**src/rtl/rv32i_mem_pkg.sv**
```systemverilog
// rv32i_mem_pkg: shared constants for the RAM arbiter.
// Contents: RV32I load/store funct3 codes, arbiter FSM state encoding,
//           and requester port indices (IF = 0, LS = 1).
package rv32i_mem_pkg;
   localparam logic [2:0] F3_LB  = 3'b000;
   localparam logic [2:0] F3_LH  = 3'b001;
   localparam logic [2:0] F3_LW  = 3'b010;
   localparam logic [2:0] F3_LBU = 3'b100;
   localparam logic [2:0] F3_LHU = 3'b101;
   localparam logic [2:0] F3_SB  = 3'b000;
   localparam logic [2:0] F3_SH  = 3'b001;
   localparam logic [2:0] F3_SW  = 3'b010;
   typedef enum logic [1:0] {ST_IDLE = 2'd0, ST_ACCESS = 2'd1, ST_RESP = 2'd2} state_e;
   localparam logic PORT_IF = 1'b0;
   localparam logic PORT_LS = 1'b1;
endpackage

```
**src/rtl/mem_align.sv**
```systemverilog
// mem_align: combinational byte-lane steering, load extension and access checks.
// Ports: we_i/funct3_i/addr_i/wdata_i describe the access, rdata_i is the raw
//        RAM word; wen_o/wdata_o go to the RAM, rdata_o is the extended load
//        value (0 for stores and errors), err_o flags misaligned/illegal/out-of-range.
module mem_align
   import rv32i_mem_pkg::*;
#(
   parameter int RAM_DEPTH = 128
) (
   input  logic        we_i,
   input  logic [2:0]  funct3_i,
   input  logic [31:0] addr_i,
   input  logic [31:0] wdata_i,
   input  logic [31:0] rdata_i,
   output logic [3:0]  wen_o,
   output logic [31:0] wdata_o,
   output logic [31:0] rdata_o,
   output logic        err_o
);
   logic [1:0]  off;
   logic        mis, ill, oor;
   logic [31:0] sh;
   always_comb begin
      off = addr_i[1:0];
      // funct3[1:0] encodes the access size for both loads and stores
      mis = (funct3_i[1:0] == 2'b01 && off[0]) || (funct3_i[1:0] == 2'b10 && off != 2'b00);
      ill = we_i ? (funct3_i > F3_SW) : (funct3_i[1:0] == 2'b11 || funct3_i == 3'b110);
      oor = addr_i >= 32'(RAM_DEPTH * 4);
      err_o = mis | ill | oor;
      wdata_o = funct3_i[1:0] == 2'b00 ? {4{wdata_i[7:0]}} :
                funct3_i[1:0] == 2'b01 ? {2{wdata_i[15:0]}} : wdata_i;
      wen_o = (!we_i || err_o)           ? 4'b0000 :
              funct3_i[1:0] == 2'b00     ? 4'b0001 << off :
              funct3_i[1:0] == 2'b01     ? 4'b0011 << off : 4'b1111;
      sh = rdata_i >> {off, 3'b000};
      rdata_o = (we_i || err_o)    ? 32'h0 :
                funct3_i == F3_LB  ? {{24{sh[7]}}, sh[7:0]} :
                funct3_i == F3_LH  ? {{16{sh[15]}}, sh[15:0]} :
                funct3_i == F3_LBU ? {24'h0, sh[7:0]} :
                funct3_i == F3_LHU ? {16'h0, sh[15:0]} : rdata_i;
   end
endmodule

```
**src/rtl/ram_arbiter.sv**
```systemverilog
// ram_arbiter: round-robin share of a single-port RAM between fetch and load/store.
// Ports: clk_i/rst_i (sync, active-high); IF port if_req_i/if_addr_i in,
//        if_gnt_o/if_rvalid_o/if_rdata_o/if_err_o out; LS port ls_req_i/ls_we_i/
//        ls_funct3_i/ls_addr_i/ls_wdata_i in, ls_gnt_o/ls_rvalid_o/ls_rdata_o/
//        ls_err_o out; RAM side ram_addr_o/ram_wdata_o/ram_wen_o out, ram_rdata_i in.
module ram_arbiter
   import rv32i_mem_pkg::*;
#(
   parameter int RAM_DEPTH = 128
) (
   input  logic        clk_i,
   input  logic        rst_i,
   input  logic        if_req_i,
   input  logic [31:0] if_addr_i,
   output logic        if_gnt_o,
   output logic        if_rvalid_o,
   output logic [31:0] if_rdata_o,
   output logic        if_err_o,
   input  logic        ls_req_i,
   input  logic        ls_we_i,
   input  logic [2:0]  ls_funct3_i,
   input  logic [31:0] ls_addr_i,
   input  logic [31:0] ls_wdata_i,
   output logic        ls_gnt_o,
   output logic        ls_rvalid_o,
   output logic [31:0] ls_rdata_o,
   output logic        ls_err_o,
   output logic [31:0] ram_addr_o,
   output logic [31:0] ram_wdata_o,
   output logic [3:0]  ram_wen_o,
   input  logic [31:0] ram_rdata_i
);
   state_e      state_q, state_d;
   logic        last_q, last_d, port_q, port_d, we_q, we_d;
   logic [2:0]  f3_q, f3_d;
   logic [31:0] addr_q, addr_d, wdata_q, wdata_d;
   logic [3:0]  al_wen;
   logic [31:0] al_wdata, al_rdata;
   logic        al_err;

   mem_align #(.RAM_DEPTH(RAM_DEPTH)) u_align (
      .we_i    (we_q),
      .funct3_i(f3_q),
      .addr_i  (addr_q),
      .wdata_i (wdata_q),
      .rdata_i (ram_rdata_i),
      .wen_o   (al_wen),
      .wdata_o (al_wdata),
      .rdata_o (al_rdata),
      .err_o   (al_err)
   );

   always_comb begin
      state_d = state_q;
      last_d = last_q;
      port_d = port_q;
      we_d = we_q;
      f3_d = f3_q;
      addr_d = addr_q;
      wdata_d = wdata_q;
      if_gnt_o = 1'b0;
      ls_gnt_o = 1'b0;
      case (state_q)
         ST_IDLE: begin
            if_gnt_o = if_req_i & (~ls_req_i | (last_q == PORT_LS));
            ls_gnt_o = ls_req_i & ~if_gnt_o;
            if (if_gnt_o | ls_gnt_o) begin
               state_d = ST_ACCESS;
               port_d = ls_gnt_o;
               last_d = ls_gnt_o;
               // a fetch is captured as an aligned word load
               we_d = ls_gnt_o & ls_we_i;
               f3_d = ls_gnt_o ? ls_funct3_i : F3_LW;
               addr_d = ls_gnt_o ? ls_addr_i : if_addr_i;
               wdata_d = ls_gnt_o ? ls_wdata_i : 32'h0;
            end
         end
         ST_ACCESS: state_d = ST_RESP;
         default:   state_d = ST_IDLE;
      endcase
   end

   always_ff @(posedge clk_i) begin
      if (rst_i) begin
         state_q <= ST_IDLE;
         last_q <= PORT_LS;
         port_q <= PORT_IF;
         we_q <= 1'b0;
         f3_q <= 3'b000;
         addr_q <= 32'h0;
         wdata_q <= 32'h0;
      end else begin
         state_q <= state_d;
         last_q <= last_d;
         port_q <= port_d;
         we_q <= we_d;
         f3_q <= f3_d;
         addr_q <= addr_d;
         wdata_q <= wdata_d;
      end
   end

   // address/data come straight from the capture registers, so they hold between transactions
   assign ram_addr_o = {addr_q[31:2], 2'b00};
   assign ram_wdata_o = al_wdata;
   // gating with rst_i keeps a write from landing when reset hits during ACCESS
   assign ram_wen_o = (state_q == ST_ACCESS && !rst_i) ? al_wen : 4'b0000;
   assign if_rvalid_o = state_q == ST_RESP && port_q == PORT_IF;
   assign ls_rvalid_o = state_q == ST_RESP && port_q == PORT_LS;
   assign if_rdata_o = if_rvalid_o ? al_rdata : 32'h0;
   assign ls_rdata_o = ls_rvalid_o ? al_rdata : 32'h0;
   assign if_err_o = if_rvalid_o & al_err;
   assign ls_err_o = ls_rvalid_o & al_err;
endmodule
```
**config.mk**
```make
export PLATFORM = sky130hd
export DESIGN_NAME = ram_arbiter
export DESIGN_NICKNAME = d
export VERILOG_FILES = /design/src/rtl/rv32i_mem_pkg.sv /design/src/rtl/mem_align.sv /design/src/rtl/ram_arbiter.sv
export SDC_FILE = /design/constraint.sdc
export NUM_CORES = 1
export LEC_CHECK = 0
export ABC_AREA = 1
export CORE_MARGIN = 1.5
export CORE_UTILIZATION = 40
export DETAILED_ROUTE_END_ITERATION = 8
export PLACE_DENSITY = 0.91
export SYNTH_ARGS = -nofsm -noshare
export SYNTH_HDL_FRONTEND = slang
export SYNTH_SLANG_ARGS = --single-unit
```
**constraint.sdc**
```tcl
create_clock -name clk_i -period 2.3 [get_ports clk_i]
set_input_delay 0.46 -clock clk_i [delete_from_list [all_inputs] [get_ports clk_i]]
set_output_delay 0.46 -clock clk_i [all_outputs]
set_load 0.01 [all_outputs]
```
==> flow_metrics.env <==
export IMPL_cts_sinks=72
export IMPL_syn_to_final_growth_pct=72.6
export IMPL_gp_congestion=0.896
export IMPL_yosysTopAreaCell="dfxtp_1"
export IMPL_grt_first_pass_wirelength_um=31600
export IMPL_rrSetupSlack_ps=610
export IMPL_critPathBufInv=6
export IMPL_p_clk_frac=0.306
export IMPL_die_height_um=116
export IMPL_tritoncts_num_buffers=9
export IMPL_cpPeakStageDelay_ps=330
export IMPL_crit_start="addr_q[1]"
export IMPL_setup_viol=61
export IMPL_crit_type="register to output pin"
export IMPL_grt_usage=0.297
export IMPL_start_kind="register"
export IMPL_die_w_um=116
export IMPL_maxCapViolCount=0
export IMPL_wire_per_inst_um=16.6
export IMPL_drtAntennaViolNets=0
export IMPL_seq_area_um2=1460
export IMPL_tightest_slew_ps=654
export IMPL_multi_input_area_um2=3230
export IMPL_num_antenna_cells=0
export IMPL_path_depth=12
export IMPL_power_switching_mw=1.48
export IMPL_port_buffers=271
export IMPL_final_hold_violation_count=0
export IMPL_cp_top_family="buffers and inverters"
export IMPL_clkTransAtPathRegs_ps=60
export IMPL_synth_seq_area_share=0.281
export IMPL_setup_slack_ps=-223
export IMPL_htree_levels=3
export IMPL_cts_root_buf="clkbuf_16"
export IMPL_switching_share=0.331
export IMPL_path_max_fanout=7
export IMPL_crit_slowest_cell="dfxtp_2"
export IMPL_ys_seq_elements=72
export IMPL_dr_pass1_iters=5
export IMPL_crit_path_end="if_rdata_o[0]"
export IMPL_fill_cells=1024
export IMPL_drc_errors=0
export IMPL_synth_area_um2=5130
export IMPL_io_pins=274
export IMPL_vdd_drop_max_mv=0.386
export IMPL_power_density_nw_per_um2=506
export IMPL_synth_cell_types=30
export IMPL_num_vias=6862
export IMPL_cp_arrival_ps=2060
export IMPL_required_ps=1840
export IMPL_violations="negative setup slack"
export IMPL_path_cells="inv_2 > ha_4 > inv_2 > o21ai_2 > nand3_2 > nor2_4 > buf_6 > buf_8 > buf_6 > nand3_4 > nor2_1 > buf_2"
export IMPL_slew_violations=0
export IMPL_grt_ovfl_total=0
export IMPL_syn_inst=817
export IMPL_cts_tree="built"
export IMPL_routed_wirelength_um=21500
export IMPL_hp_class="register to register"
export IMPL_drive_above_1_share=0.272
export IMPL_initialDrtViolationCount=489
export IMPL_grt_pass1_vias=6409
export IMPL_slew_headroom=0.562
export IMPL_clock_latency_ps=330
export IMPL_avgSynthCellArea_um2=6.28
export IMPL_core_um2=12600
export IMPL_final_nets=1257
export IMPL_max_freq_ghz=0.396
export IMPL_power_mw=4.48
export IMPL_period_share=1.10
export IMPL_crit_path_end_kind="output pin"
export IMPL_yosys_warnings=0
export IMPL_vias_per_cell=5.30
export IMPL_rsz0062_at_grt="yes"
export IMPL_grt_max_degree=55
export IMPL_run_status="complete, but fails checks"
export IMPL_regToRegEndpoint="addr_q[1]"
export IMPL_power_internal_mw=3.00
export IMPL_final_cell_area_um2=8860
export IMPL_start_util=0.408
export IMPL_p_comb_frac=0.374
export IMPL_r2r_cells=8
export IMPL_cts_max_path_buffers=2
export IMPL_dpl_instance_area_um2=8180
export IMPL_p_seq_frac=0.320
export IMPL_dieArea_um2=13500
export IMPL_finalClockSkew_ps=10.4
export IMPL_antenna_found_initial=0
export IMPL_rows=41
export IMPL_synth_top_area_frac=0.281
export IMPL_finalCriticalPeriod_ps=2520
export IMPL_r2r_start="state_q[0]"
export IMPL_dp_hpwl_um=14800
export IMPL_synth_area_leaders="dfxtp_1, nand2_1, a21oi_1"
export IMPL_power_leakage_nw=3.88
-- power groups by stage --
stage          logic, mW  registers, mW  clock network (mW)
3_3_place_gp        1.45           1.44                   0
5_1_grt             1.81           1.44                1.44
3_5_place_dp        1.49           1.45                   0
2_1_floorplan      0.789           1.43                   0
4_1_cts             1.57           1.43                1.39
6_report            1.67           1.43                1.37
-- cell type report --
cell class	instances	share of cell area
tap	172	0.0243
clock inverter	6	0.00678
inverter	52	0.0226
sequential	72	0.165
multi-input combinational	600	0.365
clock buffer	10	0.0258
timing repair buffer	382	0.391
-- routing by layer --
| layer | track usage | routed length [µm] |
|---|---|---|
| met5 | 0 | 0 |
| met4 | 0.153 | 1020 |
| met3 | 0.0721 | 1860 |
| met2 | 0.535 | 10800 |
| met1 | 0.324 | 7840 |
-- cells in the final DEF, fill, tap and decap left out, drive strengths merged, types with 2 or more instances in the layout --
cell / instances
nand2: 242
clkdlybuf4s50: 180
buf: 179
a21oi: 112
nor2: 82
dfxtp: 72
o21ai: 52
inv: 51
nor3: 37
nand3: 32
o211ai: 24
dlygate4sd2: 21
clkbuf: 12
nand4: 9
ha: 4
clkinv: 4
o22ai: 3
conb: 2
clkinvlp: 2
-- state kept, by name, summed over array words and instances (netlist names) --
signal	count
addr_q	32
last_q	1
wdata_q	32
state_q	2
f3_q	3
port_q	1
we_q	1
-- worst min path at each step --
stage / end / depth (start not counted) / slack [ps] / start
final: wdata_q[19] / 2 / 470 / wdata_q[19]
after CTS: wdata_q[14] / 2 / 470 / wdata_q[14]
after global placement: wdata_q[16] / 2 / 450 / wdata_q[16]
after floorplan: state_q[1] / 1 / 430 / state_q[1]
after global routing: wdata_q[23] / 2 / 480 / wdata_q[23]
after detailed placement: wdata_q[14] / 2 / 460 / wdata_q[14]
-- through the flow --
step | setup slack, ps | hold slack [ps] | setup TNS (ps) | instances | util
6_report | -223 | 467 | -7630 | 1294 | 0.705
2_1_floorplan | 65.2 | 431 | 0 | 818 | -
4_1_cts | -214 | 466 | -5950 | 1288 | 0.684
3_3_place_gp | -581 | 452 | -27870 | 1246 | 0.650
5_1_grt | -352 | 485 | -14430 | 1294 | 0.705
3_5_place_dp | -635 | 457 | -30210 | 1246 | 0.650
-- synthesized netlist by cell type (all sizes together) --
master	count
nand2	242
nor3	37
clkbuf	36
o21ai	52
conb	1
ha	4
dfxtp	72
clkinv	1
nor2	81
o22ai	3
nand4	9
a21oi	112
a211oi	1
nand3	32
o211ai	24
buf	59
inv	51
-- worst register-to-register path, stage by stage (launching register included) --
cell and delay [ps]:
dfxtp_1 330, inv_2 60, nand2_1 70, nor2_2 120, buf_4 350, inv_2 120, buf_12 200, a21oi_1 240
a21oi_1 90
-- timing repair --
action | CTS | global route
pin swaps | 31 | 38
setup endpoints to repair | 88 | 74
gates cloned | 4 | 1
buffers inserted | 23 | 8
resized for setup | 368 | 57
hold buffers | 0 | 0
-- cell families (layout without fill, tap and decap cells) --
family / Yosys count / in the layout / share of synthesized area
buffers and inverters: 147 / 450 / 0.151
adder cells (fa/ha/maj): 4 / 4 / 0.00975
AND/OR/NAND/NOR: 401 / 402 / 0.357
AO/OA/AOI/OAI: 192 / 192 / 0.201
other: 1 / 2 / 0.000731
flip-flops: 72 / 72 / 0.281
Power figures use the tool's default switching activity.
